## config.mk

```make
export PLATFORM = sky130hd
export DESIGN_NAME = pulse_tx
export DESIGN_NICKNAME = d
export VERILOG_FILES = /design/src/rtl/pulse_tx_pkg.sv /design/src/rtl/pulse_tx_fifo.sv /design/src/rtl/pulse_tx.sv
export SDC_FILE = /design/constraint.sdc
export NUM_CORES = 1
export LEC_CHECK = 0
export ABC_CLOCK_PERIOD_IN_PS = 4000
export CAP_MARGIN = 20
export CORE_ASPECT_RATIO = 1.25
export CORE_MARGIN = 3
export CORE_UTILIZATION = 40
export DETAILED_ROUTE_END_ITERATION = 12
export GPL_TIMING_DRIVEN = 0
export PLACE_DENSITY = 0.53
export SLEW_MARGIN = 20
export SYNTH_ARGS = -nofsm -noshare
export SYNTH_HDL_FRONTEND = slang
export SYNTH_SLANG_ARGS = --single-unit
```

## constraint.sdc

```tcl
create_clock -name CLK50 -period 4 [get_ports CLK50]
set_input_delay 0.4 -clock CLK50 [delete_from_list [all_inputs] [get_ports CLK50]]
set_output_delay 0.4 -clock CLK50 [all_outputs]
set_load 0.05 [all_outputs]
```

## src/rtl/pulse_tx_pkg.sv

```systemverilog
// Shared types and default configuration for the pulse_tx transmitter.
// The optional statistics feature is enabled by defining PULSE_TX_STAT_EN.
package pulse_tx_pkg;

  localparam int LEN_WIDTH_DEF  = 8;
  localparam int MIN_HOLD_DEF   = 2;
  localparam int FIFO_DEPTH_DEF = 4;
  localparam int FIFO_AW_DEF    = 2;

  typedef enum logic [1:0] {
    IDLE  = 2'd0,
    PULSE = 2'd1,
    GAP   = 2'd2
  } state_t;

endpackage

```

## src/rtl/pulse_tx_fifo.sv

```systemverilog
// Request queue for pulse_tx: synchronous FIFO with a first-word-fall-through head.
// Push is ignored when full and pop is ignored when empty.
module pulse_tx_fifo #(
  parameter int WIDTH = 8,
  parameter int DEPTH = 4,
  parameter int AW    = 2
) (
  input  logic             clk,
  input  logic             rst,
  input  logic             push,
  input  logic             pop,
  input  logic [WIDTH-1:0] din,
  output logic [WIDTH-1:0] dout,
  output logic             full,
  output logic             empty
);

  logic [WIDTH-1:0] mem [DEPTH];
  logic [AW-1:0]    wr_ptr;
  logic [AW-1:0]    rd_ptr;
  logic [AW:0]      count;
  logic             do_push;
  logic             do_pop;

  assign full    = (count == (AW+1)'(DEPTH));
  assign empty   = (count == '0);
  assign do_push = push && !full;
  assign do_pop  = pop && !empty;
  assign dout    = mem[rd_ptr];

  // NOTE: the storage array has no reset; only pointers and count define validity.
  always_ff @(posedge clk) begin
    if (do_push) mem[wr_ptr] <= din;
  end

  // NOTE: sequential state is always updated with non-blocking assignments.
  always_ff @(posedge clk or posedge rst) begin
    if (rst) begin
      wr_ptr <= '0;
      rd_ptr <= '0;
      count  <= '0;
    end else begin
      if (do_push) wr_ptr <= wr_ptr + AW'(1);
      if (do_pop)  rd_ptr <= rd_ptr + AW'(1);
      case ({do_push, do_pop})
        2'b10:   count <= count + (AW+1)'(1);
        2'b01:   count <= count - (AW+1)'(1);
        default: count <= count;
      endcase
    end
  end

endmodule

```

## src/rtl/pulse_tx.sv

```systemverilog
// Pulse transmitter: queues pulse lengths and shapes OUT so every level lasts >= MIN_HOLD cycles.
// Optional PULSE_TX_STAT_EN adds SENT_CNT and the sticky OVF_SEEN flag.
module pulse_tx
  import pulse_tx_pkg::*;
#(
  parameter int LEN_WIDTH  = LEN_WIDTH_DEF,
  parameter int MIN_HOLD   = MIN_HOLD_DEF,
  parameter int FIFO_DEPTH = FIFO_DEPTH_DEF,
  parameter int FIFO_AW    = FIFO_AW_DEF
) (
  input  logic                 CLK50,
  input  logic                 RST,
  input  logic                 REQ_VALID,
  input  logic [LEN_WIDTH-1:0] REQ_LEN,
  output logic                 REQ_READY,
  output logic                 OUT,
  output logic                 BUSY
`ifdef PULSE_TX_STAT_EN
  ,
  output logic [15:0]          SENT_CNT,
  output logic                 OVF_SEEN
`endif
);

  localparam logic [LEN_WIDTH-1:0] HOLD = LEN_WIDTH'(MIN_HOLD);
  localparam logic [LEN_WIDTH-1:0] ONE  = LEN_WIDTH'(1);

  state_t               state, state_nxt;
  logic [LEN_WIDTH-1:0] cnt, cnt_nxt;
  logic                 out_q, out_nxt;
  logic                 armed;
  logic                 push;
  logic                 pop;
  logic                 full;
  logic                 empty;
  logic [LEN_WIDTH-1:0] head;
  logic [LEN_WIDTH-1:0] eff_len;

  // Ready is held low through reset and for the first edge after it.
  always_ff @(posedge CLK50 or posedge RST) begin
    if (RST) armed <= 1'b0;
    else     armed <= 1'b1;
  end

  assign REQ_READY = armed && !full;
  assign push      = REQ_VALID && REQ_READY;
  assign eff_len   = (head < HOLD) ? HOLD : head;

  pulse_tx_fifo #(
    .WIDTH (LEN_WIDTH),
    .DEPTH (FIFO_DEPTH),
    .AW    (FIFO_AW)
  ) u_fifo (
    .clk   (CLK50),
    .rst   (RST),
    .push  (push),
    .pop   (pop),
    .din   (REQ_LEN),
    .dout  (head),
    .full  (full),
    .empty (empty)
  );

  always_ff @(posedge CLK50 or posedge RST) begin
    if (RST) begin
      state <= IDLE;
      cnt   <= '0;
      out_q <= 1'b0;
    end else begin
      state <= state_nxt;
      cnt   <= cnt_nxt;
      out_q <= out_nxt;
    end
  end

  // NOTE: every output of this block gets a default first, so no latches are inferred.
  always_comb begin
    state_nxt = state;
    cnt_nxt   = cnt;
    out_nxt   = out_q;
    pop       = 1'b0;
    case (state)
      IDLE: begin
        out_nxt = 1'b0;
        if (!empty) begin
          pop       = 1'b1;
          cnt_nxt   = eff_len - ONE;
          out_nxt   = 1'b1;
          state_nxt = PULSE;
        end
      end
      PULSE: begin
        if (cnt != '0) begin
          cnt_nxt = cnt - ONE;
        end else begin
          out_nxt   = 1'b0;
          cnt_nxt   = HOLD - ONE;
          state_nxt = GAP;
        end
      end
      GAP: begin
        if (cnt != '0) begin
          cnt_nxt = cnt - ONE;
        end else if (!empty) begin
          pop       = 1'b1;
          cnt_nxt   = eff_len - ONE;
          out_nxt   = 1'b1;
          state_nxt = PULSE;
        end else begin
          state_nxt = IDLE;
        end
      end
      default: begin
        state_nxt = IDLE;
        cnt_nxt   = '0;
        out_nxt   = 1'b0;
      end
    endcase
  end

  assign OUT  = out_q;
  assign BUSY = (state != IDLE) || !empty;

`ifdef PULSE_TX_STAT_EN
  always_ff @(posedge CLK50 or posedge RST) begin
    if (RST) begin
      SENT_CNT <= '0;
      OVF_SEEN <= 1'b0;
    end else begin
      if (state == PULSE && cnt == '0) SENT_CNT <= SENT_CNT + 16'd1;
      if (REQ_VALID && full)           OVF_SEEN <= 1'b1;
    end
  end
`endif

endmodule

```

# [After elaboration in Yosys (flattened, before gate mapping)]
# Memory sizes are Yosys's and may differ from the RTL's.
# Cells that the tools add are included.
[totals] ff_bits=19 ram_bits=32 inputBits=11 wordCells=58 mem_count=1
[mem_list] memory="u_fifo.mem" words=4 word_bits=8 read_ports=1 rd_clocked_by_memory_dff=0 write_ports=1 line_no="pulse_tx_fifo.sv:18" source="logic [WIDTH-1:0] mem [DEPTH];"
[classes] n_addsub=6 magnitude_cmp=1 n_eq_ne=9 n_mux=20 n_reduce_logical=14
[op_table] cell="$mux 8" count=4
[op_table] cell="$pmux 8 s3" count=1
[op_table] cell="$sub 8x1->8 const B" count=2
[op_table] cell="$lt 8x2->1 const B" count=1
[op_table] cell="$mux 1" count=8
[op_table] cell="$ne 2x2->1 const B" count=4
[op_table] cell="$reduce_bool 8->1" count=1
[op_table] cell="$mux 2" count=3
[op_table] cell="$pmux 2 s3" count=1
[op_table] cell="$pmux 3 s2" count=1
[op_table] cell="$reduce_and 3->1" count=2
[op_table] cell="$add 2x1->2 const B" count=2
[op_table] cell="$eq 2x1->1 const B" count=2
[op_table] cell="$eq 2x2->1 const B" count=2
[op_table] cell="$logic_and 1x1->1" count=4
[op_table] cell="$reduce_bool 2->1" count=2
[op_table] cell="$add 3x1->3 const B" count=1
[op_table] cell="$eq 3x3->1 const B" count=1
[op_table] cell="$logic_not 3->1" count=1
[op_table] cell="$pmux 1 s3" count=1
[op_table] cell="$sub 3x1->3 const B" count=1
[op_table] cell="$logic_not 1->1" count=2
[op_table] cell="$logic_not 2->1" count=1
[op_table] cell="$pmux 1 s2" count=1
[op_table] cell="$logic_or 1x1->1" count=1

# [Logic depth before layout (Yosys ltp)]
[logic_depth] ltp_word=7 mapped_depth=13 depth_no_buf=13

# [Modules after synthesis]
# Synthesis repeated with hierarchy kept, for this count alone.
[unflattened] cells_unflattened=186 hier_area_um2=2547.4
[modules_own_cells] module="pulse_tx_fifo" n_inst=1 cells_each=80 area_each_um2=1596.5
[modules_own_cells] module="pulse_tx" n_inst=1 cells_each=106 area_each_um2=950.9

# [Worst setup path before layout]
# OpenSTA, ideal clock, no wires.
[synth_timing] path_type="register -> register" from="register cnt[0]" to="register u_fifo.count[2]" setup_ns=0.079 arrival_time_ns=2.705 required_ns=3.921 path_slack_ns=1.216 path_stages_with_launch=14 n_path_buf=0 period_less_slack_ns=2.784 path_cell_list="dfrtp_1 > inv_1 > ha_1 > nor3b_2 > nand2_1 > a21oi_1 > nand2_1 > inv_2 > ha_1 > inv_1 > fa_1 > xor2_1 > nor2_1 > xor2_1"
[synth_via] elab_chain_len=6 elab_cells_between_ends=8
[synth_rtl] element="start, declared" line_no="pulse_tx.sv:29" source="logic [LEN_WIDTH-1:0] cnt, cnt_nxt;"
[synth_rtl] element="start signal, assigned" line_no="pulse_tx.sv:71" source="cnt <= cnt_nxt;"
[synth_rtl] element="$reduce_bool 8->1 (*)" line_no="pulse_tx.sv:102" source="if (cnt != '0) begin"
[synth_rtl] element="$mux 1 (*)" line_no="pulse_tx.sv:102"
[synth_rtl] element="$pmux 1 s2 (*)" line_no="pulse_tx.sv:82" source="case (state)"
[synth_rtl] element="$logic_and 1x1->1 (*)" line_no="pulse_tx_fifo.sv:28" source="assign do_pop = pop && !empty;"
[synth_rtl] element="named net u_fifo.do_pop" line_no="pulse_tx_fifo.sv:23" source="logic do_pop;"
[synth_rtl] element="$eq 2x1->1 or $eq 2x2->1 (tied branches)" line_no="pulse_tx_fifo.sv:45" source="case ({do_push, do_pop})"
[synth_rtl] element="$pmux 3 s2 or $reduce_bool 2->1 (tied branches)"
[synth_rtl] element="end signal, assigned" line_no="pulse_tx_fifo.sv:46" source="2'b10: count <= count + (AW+1)'(1);"
[synth_rtl] element="end signal, assigned" line_no="pulse_tx_fifo.sv:47" source="2'b01: count <= count - (AW+1)'(1);"
[synth_rtl] element="end signal, assigned" line_no="pulse_tx_fifo.sv:48" source="default: count <= count;"
[synth_rtl] element="end, declared" line_no="pulse_tx_fifo.sv:21" source="logic [AW:0] count;"
# Mark *: on every way through the listed nets, which the timed path passes. The rest lies on a longest branch.
# A chain may end at the register's enable or synchronous reset.

# [Worst setup path after layout]
# Ends and elaborated chain as after synthesis.

==> summary.txt <==
Min path
  • Hold Crit Class: flop to flop
  • Hold depth: 1
  • Hold EP: OUT$_DFFE_PP0P_
  • Hold Startpoint: OUT$_DFFE_PP0P_

Timing
  • Final Skew: 0.0130 ns
  • Fin crit share: 88.1%
  • RSZ-0062 raised after global routing: no
  • Rel. slew slack: 48.3%
  • Fmax: 284 MHz
  • Final Worst Setup Slack: 0.475 ns
  • Fin. max-slew vios: 0
  • Setup Viol. Count Final: 0
  • Worst-Margin Slew: 0.775 ns
  • Final min period: 3.53 ns
  • Final hold vios: 0
  • Setup TNS Final: 0 ns

Route
  • First-pass DRT Iterations: 4
  • Vias per cell: 5.39
  • Detailed-route via count: 1568
  • Antenna-violating nets left: 0
  • Drt initial violations: 69
  • Total routed wirelength: 4550 um
  • Wire per inst: 15.6 um
  • Residual DRC: 0

Cells and area
  • Area Overhead vs Synth: 13.2%
  • Final nets: 227
  • Share of layout cells above drive strength 1: 12.4%
  • N_diodes: 0

CTS
  • CTS max path bufs: 2
  • Clock Latency Late Sink: 0.31 ns
  • H-tree levels: 2
  • TritonCTS buffer count: 5
  • Cts repair resizes: 0
  • Clk root buf: clkbuf_8
  • Hold-fix buffers, CTS: 0
  • CTS sink cnt: 51
  • Postcts setup bufs: 0
  • Clock Pin Slew Worst Setup and Hold Paths: 0.10 ns
  • CTS tree: built

Setup path
  • CP Launch Type: flop
  • CP Capture Type: flop
  • R2r worst-path depth: 13
  • Critical path arrival: 3.75 ns
  • Reg2Reg Launch Point: cnt[0]$_DFF_PP0_
  • R2R Setup Slk: 0.47 ns
  • Req. time, crit path: 4.22 ns
  • Critical setup path kind: flop to flop
  • Crit path max fanout: 10
  • Reg2reg end: u_fifo.count[2]$_DFFE_PP0P_

Pwr
  • Power density cells: 415 nW/um^2
  • Leak Pwr: 1.05 nW
  • Sequential group share of total power: 56.5%
  • Clock power share: 26.8%
  • Internal cell power: 0.831 mW
  • Power share of the combinational group: 16.7%
  • Sw Pwr: 0.333 mW
  • Switching Share: 28.6%
  • Peak VDD IR: 0.212 mV

Yosys
  • Post-synthesis sequential area ratio: 58.0%
  • Synthesized Nets: 207
  • Top FF cell, synth: edfxtp_1
  • Ys async rst share: 37.3%
  • Synth cell types: 51
  • Post-synth EDFFs: 32
  • Post-synthesis area per instance: 13.2 um^2
  • Yosys warns: 0
  • #FFs+latches synth: 51
  • Mapped Cells: 188
  • Synthesized cell area: 2480 um^2

GRT
  • GRT busiest layer: met2
  • Pin count of the biggest net entering global routing: 20
  • Met3 GRT Util: 2.78%
  • Congestion Overflow GR: 0
  • M1 GR Usage: 16.4%
  • Met2 Use GR: 25.4%
  • Initial antenna violation count: 0
  • Vias in the first global route: 1617
  • GRT Util Overall: 14.0%
  • First-pass GRT wire length: 7910 um

Status
  • Status: finished clean

Floorplanning
  • Row cnt: 31
  • Io pins: 14
  • Die Y-Extent: 94.0 um
  • Core area: 5900 um^2
  • Initial Util: 42.0%
  • Die area: 7180 um^2
  • Die X: 76.4 um

Placement
  • DP Wirelength: 3230 um
  • Place WS: 0.505 ns
  • GP Congestion: 0.853
  • Port buffer count: 13

Job
  • Max cap viols: 0
## cells in the final DEF (no fill, tap or decap), types with 5 or more instances in the layout
cell type / count
ha_1: 7
mux4_2: 6
dfrtp_1: 19
clkdlybuf4s50_1: 13
xor2_1: 6
edfxtp_1: 32
nor2_1: 10
and3_1: 5
o21ai_0: 6
clkbuf_8: 6
inv_1: 11
nand2_1: 19
## Yosys cell counts (all sizes together) (3+ instances only)
library cell / count / area [um^2]
and3: 5 / 31.3
nor3: 3 / 15.0
clkbuf: 5 / 28.8
mux2: 3 / 33.8
xor2: 6 / 52.6
dfrtp: 19 / 475
nor4: 5 / 43.8
o211ai: 3 / 22.5
o21ai: 8 / 40.0
xnor2: 4 / 35.0
o22ai: 3 / 18.8
a21oi: 4 / 20.0
inv: 12 / 45.0
ha: 7 / 87.6
mux4: 8 / 188
nor2: 11 / 43.8
nand2: 19 / 71.3
edfxtp: 32 / 961
## power by group through the flow
stage | clock network [mW] | logic, mW | registers [mW]
final | 0.311 | 0.195 | 0.658
after global routing | 0.347 | 0.215 | 0.666
after CTS | 0.326 | 0.197 | 0.659
after detailed placement | 0 | 0.196 | 0.671
after global placement | 0 | 0.184 | 0.665
after floorplan | 0 | 0.138 | 0.661
## how the worst max path moves through the flow
stage | start | to
after floorplan | cnt[0]$_DFF_PP0_ | u_fifo.count[2]$_DFFE_PP0P_
after global placement | cnt[0]$_DFF_PP0_ | u_fifo.count[2]$_DFFE_PP0P_
after detailed placement | cnt[0]$_DFF_PP0_ | u_fifo.count[2]$_DFFE_PP0P_
after CTS | cnt[0]$_DFF_PP0_ | u_fifo.count[2]$_DFFE_PP0P_
after global routing | cnt[0]$_DFF_PP0_ | u_fifo.count[2]$_DFFE_PP0P_
final | cnt[0]$_DFF_PP0_ | u_fifo.count[2]$_DFFE_PP0P_
## cell type report
type                            count  area [um^2]
Inverter                           12         45.0
Clock buffer                        5         68.8
Tap cell                           82          103
Timing Repair Buffer               13          130
Fill cell                         568         3090
Multi-Input combinational cell    119          957
Sequential cell                    51         1440
Clock inverter                      3         26.3
Buffer                              6         40.0
## cells by family (layout without fill, tap and decap cells)
group	Yosys count	after routing	share of synthesized area [%]
buffers and inverters	18	39	3.43
and+or+nand+nor	54	54	11.8
other	1	1	0.151
DFF	51	51	58.0
xor gates and xnor gates	10	10	3.53
muxes	13	13	9.74
adders and majority gates	8	8	4.34
AOI/OAI and AO/OA	33	33	9.09
## worst max-delay path, stage by stage (launching register included)
cell and delay [ns]:
dfrtp_1 0.47, inv_1 0.11, ha_1 0.21, nor3b_2 0.41
nand2_1 0.31, a21oi_1 0.39, nand2_1 0.17, inv_2 0.18
ha_1 0.21, inv_1 0.07, fa_1 0.42, xor2_1 0.15
nor2_1 0.12, xor2_1 0.19
## per-stage QoR
step / hold slack [ns] / utilization (%) / std cells / power, mW / area, um^2
global placement: 0.467 / 46.0 / 283 / 0.849 / 2710
global route: 0.533 / 47.6 / 291 / 1.23 / 2810
floorplan: 0.351 / - / 188 / 0.799 / 2480
finish: 0.493 / 47.6 / 291 / 1.16 / 2810
detailed placement: 0.480 / 46.0 / 283 / 0.867 / 2710
CTS: 0.503 / 47.6 / 291 / 1.18 / 2810
## state kept, by name (all words and copies together) (netlist names)
| name | flops |
|---|---|
| u_fifo.wr_ptr | 2 |
| u_fifo.mem | 32 |
| cnt | 8 |
| state | 2 |
| armed | 1 |
| u_fifo.count | 3 |
| OUT | 1 |
| u_fifo.rd_ptr | 2 |
## layer usage
layer  wire (um)  share of wire [%]  vias to the layer above
li1            -                  -                      745
met1        1940                 43                      783
met2        2380                 52                       32
met3         147                3.2                        8
met4          87                1.9                        0
met5           0                  0                        -
Note: power is estimated with default switching activity, not from simulation.
